### src/rtl/gaussian_conv_if.sv
// Window hand-off from conv_memory/pixel_pos plus the output image SRAM write port.
// The slave side is the convolution engine; the master side is whatever feeds
// windows and owns the output SRAM.
interface gaussian_conv_if #(
    parameter int MAX_KERNAL  = 9,
    parameter int PIXEL_DEPTH = 8,
    parameter int X_MAX       = 16,
    parameter int Y_MAX       = 16
);
    logic                                         new_sample_ready;
    logic [MAX_KERNAL*MAX_KERNAL*PIXEL_DEPTH-1:0] working_memory;
    logic [$clog2(X_MAX)-1:0]                     curr_x;
    logic [$clog2(Y_MAX)-1:0]                     curr_y;
    logic                                         end_pos;
    logic                                         new_sample_req;
    logic                                         wen_out;
    logic [$clog2(X_MAX):0]                       x_addr_out;
    logic [$clog2(Y_MAX):0]                       y_addr_out;
    logic [PIXEL_DEPTH-1:0]                       wdat_out;

    modport master (
        output new_sample_ready, working_memory, curr_x, curr_y, end_pos,
        input  new_sample_req, wen_out, x_addr_out, y_addr_out, wdat_out
    );

    modport slave (
        input  new_sample_ready, working_memory, curr_x, curr_y, end_pos,
        output new_sample_req, wen_out, x_addr_out, y_addr_out, wdat_out
    );
endinterface

### src/rtl/gaussian_conv.sv
// Sequential kernel convolution: captures one window, multiply-accumulates it
// against a programmable coefficient table one tap per cycle, then rounds,
// normalises, saturates and writes a single output pixel.
// Window layout: pixel (x, y) lives at bits [((x*MAX_KERNAL)+y)*PIXEL_DEPTH +: PIXEL_DEPTH].
module gaussian_conv #(
    parameter int MAX_KERNAL  = 9,
    parameter int PIXEL_DEPTH = 8,
    parameter int X_MAX       = 16,
    parameter int Y_MAX       = 16,
    parameter int WEIGHT_W    = 8
) (
    input  logic                                      clk,
    input  logic                                      rst,
    input  logic                                      new_trans,
    input  logic [7:0]                                kernel_size,
    input  logic [4:0]                                norm_shift,
    input  logic                                      coef_wen,
    input  logic [$clog2(MAX_KERNAL*MAX_KERNAL)-1:0]  coef_idx,
    input  logic [WEIGHT_W-1:0]                       coef_wdat,
    gaussian_conv_if.slave                            win_bus,
    output logic                                      busy,
    output logic                                      done
);
    localparam int TAPS    = MAX_KERNAL * MAX_KERNAL;
    localparam int CI_W    = $clog2(TAPS);
    localparam int T_W     = $clog2(MAX_KERNAL);
    localparam int K_W     = $clog2(MAX_KERNAL + 1);
    localparam int XW      = $clog2(X_MAX);
    localparam int YW      = $clog2(Y_MAX);
    localparam int PROD_W  = PIXEL_DEPTH + WEIGHT_W;
    localparam int ACC_W   = PIXEL_DEPTH + WEIGHT_W + $clog2(TAPS) + 1;
    // Rounding constant can reach 2^30 for the largest shift, so the rounding
    // adder is kept wider than both the accumulator and that constant.
    localparam int RND_W   = ((ACC_W > 32) ? ACC_W : 32) + 1;
    localparam int PIX_MAX = (1 << PIXEL_DEPTH) - 1;

    typedef enum logic [2:0] {
        IDLE, WAIT_RDY, MAC, WRITE, REQ, DRAIN, DONE
    } state_t;

    state_t state, next_state;

    logic [WEIGHT_W-1:0]    coef  [TAPS];
    logic [PIXEL_DEPTH-1:0] win_q [MAX_KERNAL][MAX_KERNAL];

    logic [K_W-1:0]         k_eff;
    logic [K_W-1:0]         k_clamped;
    logic [T_W-1:0]         tx;
    logic [T_W-1:0]         ty;
    logic [ACC_W-1:0]       acc;
    logic [XW-1:0]          cap_x;
    logic [YW-1:0]          cap_y;
    logic                   cap_end;
    logic [XW:0]            x_addr_q;
    logic [YW:0]            y_addr_q;
    logic [PIXEL_DEPTH-1:0] wdat_q;

    logic                   capture;
    logic                   mac_step;
    logic                   row_end;
    logic                   mac_last;
    logic [CI_W-1:0]        tap_idx;
    logic [PROD_W-1:0]      prod;
    logic [ACC_W-1:0]       acc_next;
    logic [RND_W-1:0]       rnd;
    logic [RND_W-1:0]       rounded;
    logic [PIXEL_DEPTH-1:0] sat_pix;

    // Clamp the requested kernel edge into 1..MAX_KERNAL
    always_comb begin
        if (kernel_size == 8'd0)
            k_clamped = K_W'(1);
        else if (kernel_size > 8'(MAX_KERNAL))
            k_clamped = K_W'(MAX_KERNAL);
        else
            k_clamped = kernel_size[K_W-1:0];
    end

    // Tap arithmetic: current product, next accumulator and the rounded, saturated pixel
    always_comb begin
        capture  = (state == WAIT_RDY) && win_bus.new_sample_ready && !new_trans;
        mac_step = (state == MAC) && !new_trans;
        row_end  = (K_W'(tx) == k_eff - K_W'(1));
        mac_last = (state == MAC) && row_end && (K_W'(ty) == k_eff - K_W'(1));
        tap_idx  = CI_W'(int'(ty) * MAX_KERNAL + int'(tx));
        prod     = PROD_W'(win_q[tx][ty]) * PROD_W'(coef[tap_idx]);
        acc_next = acc + ACC_W'(prod);
        rnd      = (norm_shift == 5'd0) ? '0 : (RND_W'(1) << (norm_shift - 5'd1));
        rounded  = (RND_W'(acc_next) + rnd) >> norm_shift;
        sat_pix  = (rounded > RND_W'(PIX_MAX)) ? '1 : rounded[PIXEL_DEPTH-1:0];
    end

    // Coefficient table is only writable while the engine is idle
    always_ff @(posedge clk) begin
        if (rst) begin
            for (int i = 0; i < TAPS; i++)
                coef[i] <= '0;
        end else if ((state == IDLE) && coef_wen && (coef_idx < CI_W'(TAPS))) begin
            coef[coef_idx] <= coef_wdat;
        end
    end

    // Snapshot the whole window so upstream may move on while we accumulate
    always_ff @(posedge clk) begin
        if (capture) begin
            for (int x = 0; x < MAX_KERNAL; x++)
                for (int y = 0; y < MAX_KERNAL; y++)
                    win_q[x][y] <= win_bus.working_memory[((x * MAX_KERNAL) + y) * PIXEL_DEPTH +: PIXEL_DEPTH];
        end
    end

    // Datapath registers: kernel size, capture context, accumulator, tap counters, output pixel
    always_ff @(posedge clk) begin
        if (rst) begin
            k_eff    <= K_W'(1);
            tx       <= '0;
            ty       <= '0;
            acc      <= '0;
            cap_x    <= '0;
            cap_y    <= '0;
            cap_end  <= 1'b0;
            x_addr_q <= '0;
            y_addr_q <= '0;
            wdat_q   <= '0;
        end else begin
            if (new_trans)
                k_eff <= k_clamped;
            if (capture) begin
                cap_x   <= win_bus.curr_x;
                cap_y   <= win_bus.curr_y;
                cap_end <= win_bus.end_pos;
                acc     <= '0;
                tx      <= '0;
                ty      <= '0;
            end
            if (mac_step) begin
                acc <= acc_next;
                if (row_end) begin
                    tx <= '0;
                    ty <= ty + T_W'(1);
                end else begin
                    tx <= tx + T_W'(1);
                end
                if (mac_last) begin
                    x_addr_q <= {1'b0, cap_x};
                    y_addr_q <= {1'b0, cap_y};
                    wdat_q   <= sat_pix;
                end
            end
        end
    end

    // State register
    always_ff @(posedge clk) begin
        if (rst)
            state <= IDLE;
        else
            state <= next_state;
    end

    // Next-state logic; new_trans restarts from any state
    always_comb begin
        next_state = state;
        if (new_trans) begin
            next_state = WAIT_RDY;
        end else begin
            case (state)
                IDLE:     next_state = IDLE;
                WAIT_RDY: if (win_bus.new_sample_ready) next_state = MAC;
                MAC:      if (mac_last) next_state = WRITE;
                WRITE:    next_state = cap_end ? DONE : REQ;
                REQ:      next_state = DRAIN;
                DRAIN:    if (!win_bus.new_sample_ready) next_state = WAIT_RDY;
                DONE:     next_state = IDLE;
                default:  next_state = IDLE;
            endcase
        end
    end

    // Strobes are suppressed on a cycle that is being reset or aborted
    always_comb begin
        win_bus.wen_out        = (state == WRITE) && !rst && !new_trans;
        win_bus.new_sample_req = (state == REQ) && !rst && !new_trans;
        done                   = (state == DONE) && !rst;
        busy                   = (state != IDLE);
    end

    assign win_bus.x_addr_out = x_addr_q;
    assign win_bus.y_addr_out = y_addr_q;
    assign win_bus.wdat_out   = wdat_q;
endmodule

### src/flat_wrapper.sv
// flat-port wrapper written by rule: the top's interface ports become plain ports
module gaussian_conv_flat 
#(
    parameter int MAX_KERNAL  = 9,
    parameter int PIXEL_DEPTH = 8,
    parameter int X_MAX       = 16,
    parameter int Y_MAX       = 16,
    parameter int WEIGHT_W    = 8
)
  (clk, rst, new_trans, kernel_size, norm_shift, coef_wen, coef_idx, coef_wdat, busy, done, win_bus_new_sample_ready, win_bus_working_memory, win_bus_curr_x, win_bus_curr_y, win_bus_end_pos, win_bus_new_sample_req, win_bus_wen_out, win_bus_x_addr_out, win_bus_y_addr_out, win_bus_wdat_out);
  gaussian_conv_if #(.MAX_KERNAL(MAX_KERNAL), .PIXEL_DEPTH(PIXEL_DEPTH), .X_MAX(X_MAX), .Y_MAX(Y_MAX)) win_bus_i ();
  input  logic clk;
  input  logic rst;
  input  logic new_trans;
  input  logic [7:0] kernel_size;
  input  logic [4:0] norm_shift;
  input  logic coef_wen;
  input  logic [$clog2(MAX_KERNAL*MAX_KERNAL)-1:0] coef_idx;
  input  logic [WEIGHT_W-1:0] coef_wdat;
  output logic busy;
  output logic done;
  input wire logic [$bits(win_bus_i.new_sample_ready)-1:0] win_bus_new_sample_ready;
  input wire logic [$bits(win_bus_i.working_memory)-1:0] win_bus_working_memory;
  input wire logic [$bits(win_bus_i.curr_x)-1:0] win_bus_curr_x;
  input wire logic [$bits(win_bus_i.curr_y)-1:0] win_bus_curr_y;
  input wire logic [$bits(win_bus_i.end_pos)-1:0] win_bus_end_pos;
  output wire logic [$bits(win_bus_i.new_sample_req)-1:0] win_bus_new_sample_req;
  output wire logic [$bits(win_bus_i.wen_out)-1:0] win_bus_wen_out;
  output wire logic [$bits(win_bus_i.x_addr_out)-1:0] win_bus_x_addr_out;
  output wire logic [$bits(win_bus_i.y_addr_out)-1:0] win_bus_y_addr_out;
  output wire logic [$bits(win_bus_i.wdat_out)-1:0] win_bus_wdat_out;
  assign win_bus_i.new_sample_ready = win_bus_new_sample_ready;
  assign win_bus_i.working_memory = win_bus_working_memory;
  assign win_bus_i.curr_x = win_bus_curr_x;
  assign win_bus_i.curr_y = win_bus_curr_y;
  assign win_bus_i.end_pos = win_bus_end_pos;
  assign win_bus_new_sample_req = win_bus_i.new_sample_req;
  assign win_bus_wen_out = win_bus_i.wen_out;
  assign win_bus_x_addr_out = win_bus_i.x_addr_out;
  assign win_bus_y_addr_out = win_bus_i.y_addr_out;
  assign win_bus_wdat_out = win_bus_i.wdat_out;
  gaussian_conv #(.MAX_KERNAL(MAX_KERNAL), .PIXEL_DEPTH(PIXEL_DEPTH), .X_MAX(X_MAX), .Y_MAX(Y_MAX), .WEIGHT_W(WEIGHT_W)) u_core (.clk(clk), .rst(rst), .new_trans(new_trans), .kernel_size(kernel_size), .norm_shift(norm_shift), .coef_wen(coef_wen), .coef_idx(coef_idx), .coef_wdat(coef_wdat), .win_bus(win_bus_i), .busy(busy), .done(done));
endmodule
### config.mk
export PLATFORM = sky130hd
export DESIGN_NAME = gaussian_conv_flat
export DESIGN_NICKNAME = d
export VERILOG_FILES = /design/src/rtl/gaussian_conv_if.sv /design/src/rtl/gaussian_conv.sv /design/src/flat_wrapper.sv
export SDC_FILE = /design/constraint.sdc
export NUM_CORES = 2
export LEC_CHECK = 0
export CAP_MARGIN = 20
export CORE_ASPECT_RATIO = 0.9
export CORE_MARGIN = 5
export CORE_UTILIZATION = 30
export CTS_CLUSTER_DIAMETER = 50
export CTS_CLUSTER_SIZE = 16
export DETAILED_ROUTE_END_ITERATION = 10
export GPL_ROUTABILITY_DRIVEN = 0
export GPL_TIMING_DRIVEN = 0
export PLACE_DENSITY = 0.49
export SETUP_SLACK_MARGIN = 0.05
export SLEW_MARGIN = 5
export SYNTH_ARGS = -nofsm -noshare
export SYNTH_HDL_FRONTEND = slang
export SYNTH_SLANG_ARGS = --single-unit
### constraint.sdc
create_clock -name clk -period 22.4 [get_ports clk]
set_clock_uncertainty 0.2 [all_clocks]
set_input_delay 3.36 -clock clk [delete_from_list [all_inputs] [get_ports clk]]
set_output_delay 3.36 -clock clk [all_outputs]
set_load 0.02 [all_outputs]
==> flow_metrics.tcl <==
set metrics [dict create \
    num_vias 47200 \
    die_h_um 493 \
    cts-root-buf "clkbuf_16" \
    power_w 0.00789 \
    synthDominantCellAreaShare_pct 64.6 \
    count_of_flip_flops_with_a_built_in_enable_after_synthesis 1672 \
    clkLatencyLatePin_ps 880 \
    yosys_warn_count 0 \
    clock_tree.htree_level_count 4 \
    timing_worst_setup_path_type "flip-flop to flip-flop" \
    cts_buffers 210 \
    async_reset_ff_share_pct 0 \
    layout.core_utilization_pct 38.1 \
    synth_area_leader_cell "edfxtp_1" \
    cts_sinks 1740 \
    power_frac_comb_pct 8.7 \
    synth_seq_area_share_pct 66.3 \
    ios 712 \
    dr.first_iter.drc_count 4772 \
    post-route-period-util_pct 66.4 \
    path_clk_slew_ps 70 \
    global_route_usage_sum_pct 20.1 \
    final_hold_viol_count 0 \
    maxClockFrequency_mhz 67.2 \
    global_route_wire_length_before_repair_um 380000 \
    setup_total_negative_slack_ps 0 \
    net-switching-power_w 0.00192 \
    ys.flop_type "edfxtp_1" \
    ir_drop_mv 0.0532 \
    power.internal_w 0.00597 \
    cts_tree "built" \
    floorplan.core_area_um2 258000 \
    detail_route.wirelength_um 278000 \
    slew_viol_final 0 \
    finalSetupViolations 0 \
    transition_at_the_pin_with_the_smallest_max_transition_slack_ps 1180 \
    syn-instance-count 4595 \
    cp_max_fo 10 \
    static-leakage-power_nw 34.3 \
    synth_top_cells_by_area "edfxtp_1 65%, mux4_2 15%, and2_1 4.4%" \
    grt_setup_unrepaired "false" \
    final_layout_size_suffix_gt1_share_pct 18.4 \
    slowest_stage "clkbuf_1" \
    cts-resized-gates 0 \
    post-place-ws_ps 7580 \
    dp.final_hpwl_um 209000 \
    antenna_nets_post_route 0 \
    io_buffer_count 706 \
    timing.final.crit_period_ps 14880 \
    timing.max_cap.violations 0 \
    postCtsSetupRepairBufs 0 \
    chipWidth_um 547 \
    syn2layout_area_growth_pct 26.5 \
    post_cts_hold_buffer_count 0 \
    layout_setup_ws_ps 7520 \
    power.sequential.fraction_pct 47.3 \
    remaining_drc_errors 0 \
    first_global_vias 47700 \
    routed_via_density 4.94 \
    final_net_count 6755 \
    detailedRoute.firstPassIterationCount 5 \
    finalHoldWorstSlack_ps 258 \
    timing.critical_path.from_type "flip-flop" \
    antenna_found_initial 164 \
    syn-cell-area_um2 77700 \
    critPathRequiredTime_ps 22870 \
    outcome "finished, final reports clean" \
    synth.ff_latch_count 1740 \
    initial_utilization_pct 30.1 \
    syn_avg_cell_area_um2 16.9 \
    grt.overflow.total 0 \
    max_slew_margin_pct 21.5 \
    power_per_cell_area_nw_per_um2 80.2 \
    die_area_um2 269000 \
    cts-root-to-sink-buffers 4 \
    synth.distinct_cells 86 \
    switching_share_of_total_power_pct 24.3 \
    grt_max_degree 115 \
    core.rowCount 177 \
    critPathCaptureType "flip-flop" \
    arrival_ps 15350 \
    p_clk_share_pct 44.0 \
    route.detailed.wl_per_inst_um 29.1 \
    slowest_delay_ps 860 \
    crit_path_frequent_cell "fa_1" \
    hold_path_class "flip-flop to flip-flop" \
]
metal layers:
metal	vias up	share of wire, %	track usage, %
met4	100	2.7	5.08
met5	-	0.24	0
met1	24300	39	25.1
li1	20300	-	-
met3	531	8.3	5.80
met2	1924	50	34.4
registers in the layout, summed over array words and instances (netlist names), named ones only:
signal                     count
u_core.ty                      4
u_core.state                   3
u_core.coef                 1024
u_core.win_bus.wdat_out        8
u_core.acc                    24
u_core.k_eff                   4
u_core.tx                      4
u_core.win_q                 648
u_core.cap_y                   4
u_core.cap_x                   4
u_core.win_bus.x_addr_out      4
u_core.cap_end                 1
u_core.win_bus.y_addr_out      4
critical path: cells and delay by family, from the launching register on:
| kind | cells | cell delay (ps) |
|---|---|---|
| AOI/OAI and AO/OA | 13 | 3280 |
| xor gates and xnor gates | 1 | 150 |
| adders and majority gates | 9 | 3660 |
| buffers and inverters | 9 | 3490 |
| DFF | 1 | 390 |
| muxes | 3 | 1880 |
| and+or+nand+nor | 7 | 1550 |
layout make-up:
cell class,count,area (um2)
clock buffer,221,5300
tap,3401,4260
timing repair buffer,749,7690
clock inverter,155,1710
inverter,109,409
antenna,46,115
buffer,295,1220
fill,24200,160000
sequential,1740,51600
multi-input combinational,2828,26100
final timing paths:
check | endpoint | startpoint | slack [ps] | cells after the start
setup / recovery | u_core.win_bus.wdat_out[2] | u_core.tx[1] | 7520 | 42
hold / removal | u_core.cap_y[1] | u_core.cap_y[1] | 260 | 2
setup reg to reg | u_core.win_bus.wdat_out[2] | u_core.tx[1] | 7520 | 42
hold reg to reg | u_core.cap_y[1] | u_core.cap_y[1] | 260 | 2
cells by family after synthesis:
kind of cell	after synthesis	synth area share, %
xor+xnor	47	0.529
mux	606	16.2
buf+inv	404	2.01
fa+ha+maj	132	2.63
compound gates	365	3.16
other cells	1	0.00482
simple gates	1300	9.14
flops	1740	66.3
placed cells by master (no fill, tap or decap), types with 58 or more instances in the layout:
cell,Yosys,layout
a21oi_1,116,116
and2_1,543,543
and3_1,127,127
clkbuf_1,222,212
clkbuf_16,0,210
clkdlybuf4s50_1,0,698
conb_1,1,378
dfxtp_1,68,68
edfxtp_1,1672,1672
ha_1,80,80
inv_1,109,109
mux2i_1,77,77
mux4_2,521,521
nand2_1,124,124
nor2_1,289,289
o21ai_0,58,58
or2_2,92,92
cell usage after synthesis (all sizes together) (34+ instances only):
| cell type | instances |
|---|---|
| nor2 | 290 |
| a21oi | 119 |
| clkbuf | 222 |
| ha | 80 |
| and2 | 543 |
| mux2i | 77 |
| and3 | 127 |
| dfxtp | 68 |
| mux4 | 521 |
| a21o | 34 |
| nand2 | 124 |
| inv | 109 |
| o21ai | 61 |
| buf | 73 |
| or2 | 92 |
| edfxtp | 1672 |
| fa | 52 |
power groups by stage:
stage | registers [W] | clock network (W) | logic, W
6_report | 0.00373 | 0.00347 | 0.000684
3_3_place_gp | 0.00382 | 0 | 0.000674
2_1_floorplan | 0.00380 | 0 | 0.000365
4_1_cts | 0.00373 | 0.00355 | 0.000682
3_5_place_dp | 0.00380 | 0 | 0.000678
5_1_grt | 0.00374 | 0.00367 | 0.000739
per-stage QoR:
stage | cell area (um2) | std cells
6_report | 98300 | 9544
2_1_floorplan | 79200 | 4972
4_1_cts | 98200 | 9491
3_3_place_gp | 90500 | 9079
5_1_grt | 98300 | 9517
3_5_place_dp | 91200 | 9115
(Power assumes the default switching activity.)
